[src/rtl/clk_enable_gen.sv]
// ---------------------------------------------------------------------------
// clk_enable_gen
//
// Purpose:
//   Generates NCH independent clock-enable channels (index 0..2 = cpu, ppu,
//   vga by default) from a single system clock, together with a
//   synchronously released system reset for downstream logic.
//   Each channel divides the clock by a latched divisor and produces a
//   one-cycle enable pulse (ce) plus a registered clock-like level (lvl).
//
// Ports:
//   clk        in   system clock, all state changes on the rising edge
//   n_reset    in   asynchronous active-low reset
//   run        in   1 = channel counters advance, 0 = hold (ce suppressed)
//   sync_req   in   one-cycle request to phase-align all channels to cnt=0
//   div        in   per-channel divisor, channel i at [i*CW +: CW], 0 == 1
//   ce         out  per-channel one-cycle enable pulse (registered)
//   lvl        out  per-channel registered clock level, high for the upper
//                   part of the count range (cnt >= D/2)
//   reset      out  active-high system reset, released synchronously
//   rst_state  out  debug view of the reset sequencer state
//                   (0 = ASSERT, 1 = HOLD, 2 = RELEASE)
// ---------------------------------------------------------------------------
module clk_enable_gen #(
    parameter int NCH      = 3,
    parameter int CW       = 8,
    parameter int RST_HOLD = 16
) (
    input  logic              clk,
    input  logic              n_reset,
    input  logic              run,
    input  logic              sync_req,
    input  logic [NCH*CW-1:0] div,
    output logic [NCH-1:0]    ce,
    output logic [NCH-1:0]    lvl,
    output logic              reset,
    output logic [1:0]        rst_state
);

    typedef enum logic [1:0] {
        ST_ASSERT  = 2'd0,
        ST_HOLD    = 2'd1,
        ST_RELEASE = 2'd2
    } rst_state_t;

    localparam logic [15:0] HOLD_LAST = 16'(RST_HOLD);

    rst_state_t  state;
    logic [15:0] hold_cnt;

    assign rst_state = state;

    // -----------------------------------------------------------------------
    // Reset sequencer.
    // The first rising edge with n_reset high moves ASSERT -> HOLD and counts
    // as edge 1. After RST_HOLD such edges the counter equals RST_HOLD, and
    // the following edge drops reset. Any n_reset low returns to ASSERT and
    // clears the count, so a glitch mid-hold restarts the whole sequence.
    // Deassertion of n_reset never changes an output by itself; only a clock
    // edge can move the sequencer.
    // -----------------------------------------------------------------------
    always_ff @(posedge clk or negedge n_reset) begin
        if (!n_reset) begin
            state    <= ST_ASSERT;
            hold_cnt <= '0;
            reset    <= 1'b1;
        end else begin
            case (state)
                ST_ASSERT: begin
                    state    <= ST_HOLD;
                    hold_cnt <= 16'd1;
                    reset    <= 1'b1;
                end
                ST_HOLD: begin
                    if (hold_cnt == HOLD_LAST) begin
                        state <= ST_RELEASE;
                        reset <= 1'b0;
                    end else begin
                        hold_cnt <= hold_cnt + 16'd1;
                    end
                end
                ST_RELEASE: begin
                    reset <= 1'b0;
                end
                default: begin
                    state    <= ST_ASSERT;
                    hold_cnt <= '0;
                    reset    <= 1'b1;
                end
            endcase
        end
    end

    // -----------------------------------------------------------------------
    // Enable channels.
    // Channel logic looks at the registered reset, so on the edge where reset
    // falls the counters are still held at 0; counting starts on the next
    // edge with every channel at cnt=0, i.e. phase aligned.
    // -----------------------------------------------------------------------
    for (genvar g = 0; g < NCH; g++) begin : g_ch
        logic [CW-1:0] cnt_q;
        logic [CW-1:0] d_q;
        logic [CW-1:0] div_in;
        logic [CW-1:0] div_eff;
        logic [CW-1:0] cnt_nxt;
        logic [CW-1:0] d_nxt;
        logic          term;
        logic          ce_q;
        logic          lvl_q;

        always_comb begin
            div_in  = div[g*CW +: CW];
            // A programmed divisor of 0 behaves as divide-by-1.
            div_eff = (div_in == '0) ? CW'(1) : div_in;
            term    = (cnt_q == (d_q - CW'(1)));
            // The divisor is only picked up at the wrap, so a change in the
            // middle of a period affects the next period, never the current.
            if (term) begin
                cnt_nxt = '0;
                d_nxt   = div_eff;
            end else begin
                cnt_nxt = cnt_q + CW'(1);
                d_nxt   = d_q;
            end
        end

        always_ff @(posedge clk or negedge n_reset) begin
            if (!n_reset) begin
                cnt_q <= '0;
                d_q   <= CW'(1);
                ce_q  <= 1'b0;
                lvl_q <= 1'b0;
            end else if (reset) begin
                // Track div continuously so the first period after release
                // uses the value present at release.
                cnt_q <= '0;
                d_q   <= div_eff;
                ce_q  <= 1'b0;
                lvl_q <= 1'b0;
            end else if (sync_req) begin
                // Sync overrides run and any terminal count in this cycle.
                cnt_q <= '0;
                d_q   <= div_eff;
                ce_q  <= 1'b0;
                lvl_q <= ((div_eff >> 1) == '0);
            end else if (run) begin
                cnt_q <= cnt_nxt;
                d_q   <= d_nxt;
                ce_q  <= term;
                lvl_q <= (cnt_nxt >= (d_nxt >> 1));
            end else begin
                // Paused: counter and level hold, no enable pulses.
                ce_q <= 1'b0;
            end
        end

        assign ce[g]  = ce_q;
        assign lvl[g] = lvl_q;
    end

endmodule

[config.mk]
export PLATFORM = sky130hd
export DESIGN_NAME = clk_enable_gen
export DESIGN_NICKNAME = d
export VERILOG_FILES = /design/src/rtl/clk_enable_gen.sv
export SDC_FILE = /design/constraint.sdc
export NUM_CORES = 1
export LEC_CHECK = 0
export CORE_AREA = 2 2 92 183
export DETAILED_ROUTE_END_ITERATION = 10
export DIE_AREA = 0 0 94 185
export PLACE_DENSITY = 0.64
export SYNTH_ARGS = -nofsm -noshare
export SYNTH_HDL_FRONTEND = slang
export SYNTH_SLANG_ARGS = --single-unit
[constraint.sdc]
create_clock -name clk -period 3.4 [get_ports clk]
set_input_delay 0.34 -clock clk [delete_from_list [all_inputs] [get_ports clk]]
set_output_delay 0.34 -clock clk [all_outputs]
set_load 0.02 [all_outputs]
==> impl_metrics.py <==
metrics = {
    "timing": {
        "hold-worst-slack_ps": 124,
        "setup_viol": 0,
        "tightestPinTransition_ps": 939,
        "maxSlewHeadroom": 0.374,
        "setup_slack_ps": 195,
        "hold_violations": 0,
        "fmax_mhz": 312,
        "fin_skew_ps": 8.38,
        "min_period_ps": 3210,
        "tns_ps": 0,
        "min_period_over_period": 0.943,
        "slew_violations": 0,
        "rsz0062_at_grt": "no",
    },
    "setup_path": {
        "critPathCaptureType": "register",
        "rr_worst_depth": 14,
        "arrival_ps": 3430,
        "crit_type": "register to register",
        "startpoint": "g_ch[2].d_q[0]",
        "rr_endpoint": "g_ch[2].lvl_q",
        "reg2reg_from": "g_ch[2].d_q[0]",
        "cp-start-kind": "register",
        "crit_end": "g_ch[2].lvl_q",
        "cp_max_fo": 3,
        "required_ps": 3630,
        "r2r_slack_ps": 190,
    },
    "die": {
        "initial_core_util": 0.334,
        "die_h_microns": 185,
        "die-width_microns": 94,
        "core-area_sq_mm": 0.0161,
        "rows": 66,
        "dieArea_sq_mm": 0.0174,
        "ios": 37,
    },
    "synth": {
        "syn_area_sq_mm": 0.00538,
        "synthTopCellsByArea": "dfrtp_1, ha_1, xor2_1",
        "synth_area_per_cell_sq_um": 9.50,
        "synth_nets": 626,
        "synth.distinct_cells": 61,
        "async_reset_ff_frac": 1.00,
        "synth_edf_count": 0,
        "synth_seq_cells": 73,
        "synth.top_cell.area_share": 0.321,
        "synth_cells": 566,
        "yosys.area.top_type": "dfrtp_1",
        "ys_dominant_reg_cell": "dfrtp_1",
        "yosysSeqAreaShare": 0.341,
        "ys_warn_count": 0,
    },
    "global_route": {
        "grt.total_usage": 0.145,
        "grt_max_degree": 74,
        "grt_pass1_vias": 4139,
        "grt_pass1_wl_mm": 20.4,
        "antenna_found_initial": 0,
        "grt_overflow": 0,
    },
    "layout": {
        "num-nets-final": 657,
        "final_cells": 806,
        "final_util": 0.393,
        "drive_above_1_share": 0.151,
        "area_growth_syn_to_layout_pct": 17.6,
        "layout_common_cells": "dfrtp_1, nor2_1, xor2_1",
        "final_common_cell": "dfrtp_1",
        "antennaDiodeCount": 0,
    },
    "clock_tree": {
        "h-tree-depth": 3,
        "clock-sinks": 73,
        "clock_latency_ps": 340,
        "cts_buffers": 9,
        "cts_tree": "built",
        "clockRootBuffer": "clkbuf_16",
        "clkSlewWorstSetupHoldPaths_ps": 70,
        "cts_buffer_depth": 2,
    },
    "route": {
        "ant_nets": 0,
        "route.vias.total": 4246,
        "drc": 0,
        "routedWlPerCell_microns": 15.2,
        "drtPass1Iterations": 4,
        "via_per_inst": 5.27,
        "wl_mm": 12.3,
        "drtIter0Drc": 162,
    },
    "placed_design": {
        "placed_cells": 782,
        "dp_hpwl_mm": 8.74,
        "place.gp.congestion": 0.861,
        "io_buffers": 36,
        "place_ws_ps": 2.75,
    },
    "power": {
        "powerDensity_mw_per_mm2": 386,
        "p_leak_nw": 2.80,
        "peakVddDrop_uv": 249,
    },
    "hold_path": {
        "hold_class": "input port to asynchronous set/reset pin",
    },
    "run_status": {
        "outcome": "finished clean",
    },
    "flow_run": {
        "max_cap_violations": 0,
    },
}
worst max-delay path: stages (launching register included):
cell	delay, ps
dfstp_2	550
inv_1	60
ha_2	310
xor2_1	150
nand3_1	100
a211oi_2	220
nand2_2	80
mux2_2	280
ha_1	260
nand2b_1	140
a21o_1	180
a211o_1	290
o2111ai_1	100
a21boi_1	80
o31a_1	290
state kept, by name, indices dropped and copies added, names as in the netlist:
signal	flops
g_ch.ce_q	3
g_ch.cnt_q	24
g_ch.d_q	24
g_ch.lvl_q	3
hold_cnt	16
reset	1
rst_state	2
final cells by class:
type | instances | area (sq um)
repair buffers | 59 | 534
clock buffers | 12 | 256
multi-input cells | 438 | 3310
flip-flops and latches | 73 | 1830
fillers | 1601 | 9780
well taps | 204 | 255
clock inverters | 4 | 76.3
inverters | 16 | 60.1
cell usage after synthesis, types with 13 or more instances:
cell / n
nand2_1: 26
a211oi_1: 13
clkbuf_1: 14
nand3_1: 22
nor2_1: 46
mux2i_1: 23
ha_1: 32
buf_2: 13
and3_1: 18
dfrtp_1: 69
inv_1: 16
o21ai_0: 24
xor2_1: 40
a21oi_1: 28
nor3_1: 16
mux2_4: 14
xnor2_1: 26
kinds of logic (layout without fill, tap and decap cells):
logic type	Yosys count	after routing	share of synthesized area
AO/OA/AOI/OAI	104	104	0.135
flip-flops	73	73	0.341
adder cells (fa/ha/maj)	32	32	0.0745
multiplexers	47	47	0.103
XOR/XNOR	67	67	0.111
buffers and inverters	55	91	0.0498
AND/OR/NAND/NOR	188	188	0.186
worst min path at each step:
stage / end / slack [ps]
global route: hold_cnt[5] / 220
finish: hold_cnt[6] / 120
detailed placement: g_ch[2].d_q[0] / 530
global placement: g_ch[1].d_q[0] / 520
floorplan: g_ch[0].ce_q / 40
CTS: hold_cnt[3] / 180
where the power goes:
group / total (mW) / switching (mW) / internal (mW)
Combinational: 0.399 / 0.198 / 0.201
Sequential: 0.969 / 0.0596 / 0.910
Clock: 1.07 / 0.387 / 0.685
what timing repair did:
item                       4_1_cts  5_1_grt
hold buffers                     0        0
setup endpoints to repair        1        3
pin swaps                        0        6
resized for setup                1        8
setup buffers                    0        8
hold endpoints to repair         0        0
layer usage:
metal / vias up / global-route usage / routed length, microns
li1: 2088 / - / -
met1: 2071 / 0.198 / 5710
met2: 77 / 0.237 / 6020
met3: 10 / 0.0289 / 456
met4: 0 / 0.0325 / 105
met5: - / 0 / 0
stage by stage:
stage / total power [mW] / cell area (sq um)
floorplan: 1.24 / 5380
global placement: 1.36 / 5890
detailed placement: 1.37 / 5890
CTS: 2.45 / 6230
global route: 2.55 / 6320
finish: 2.44 / 6320
(Power assumes the default switching activity.)
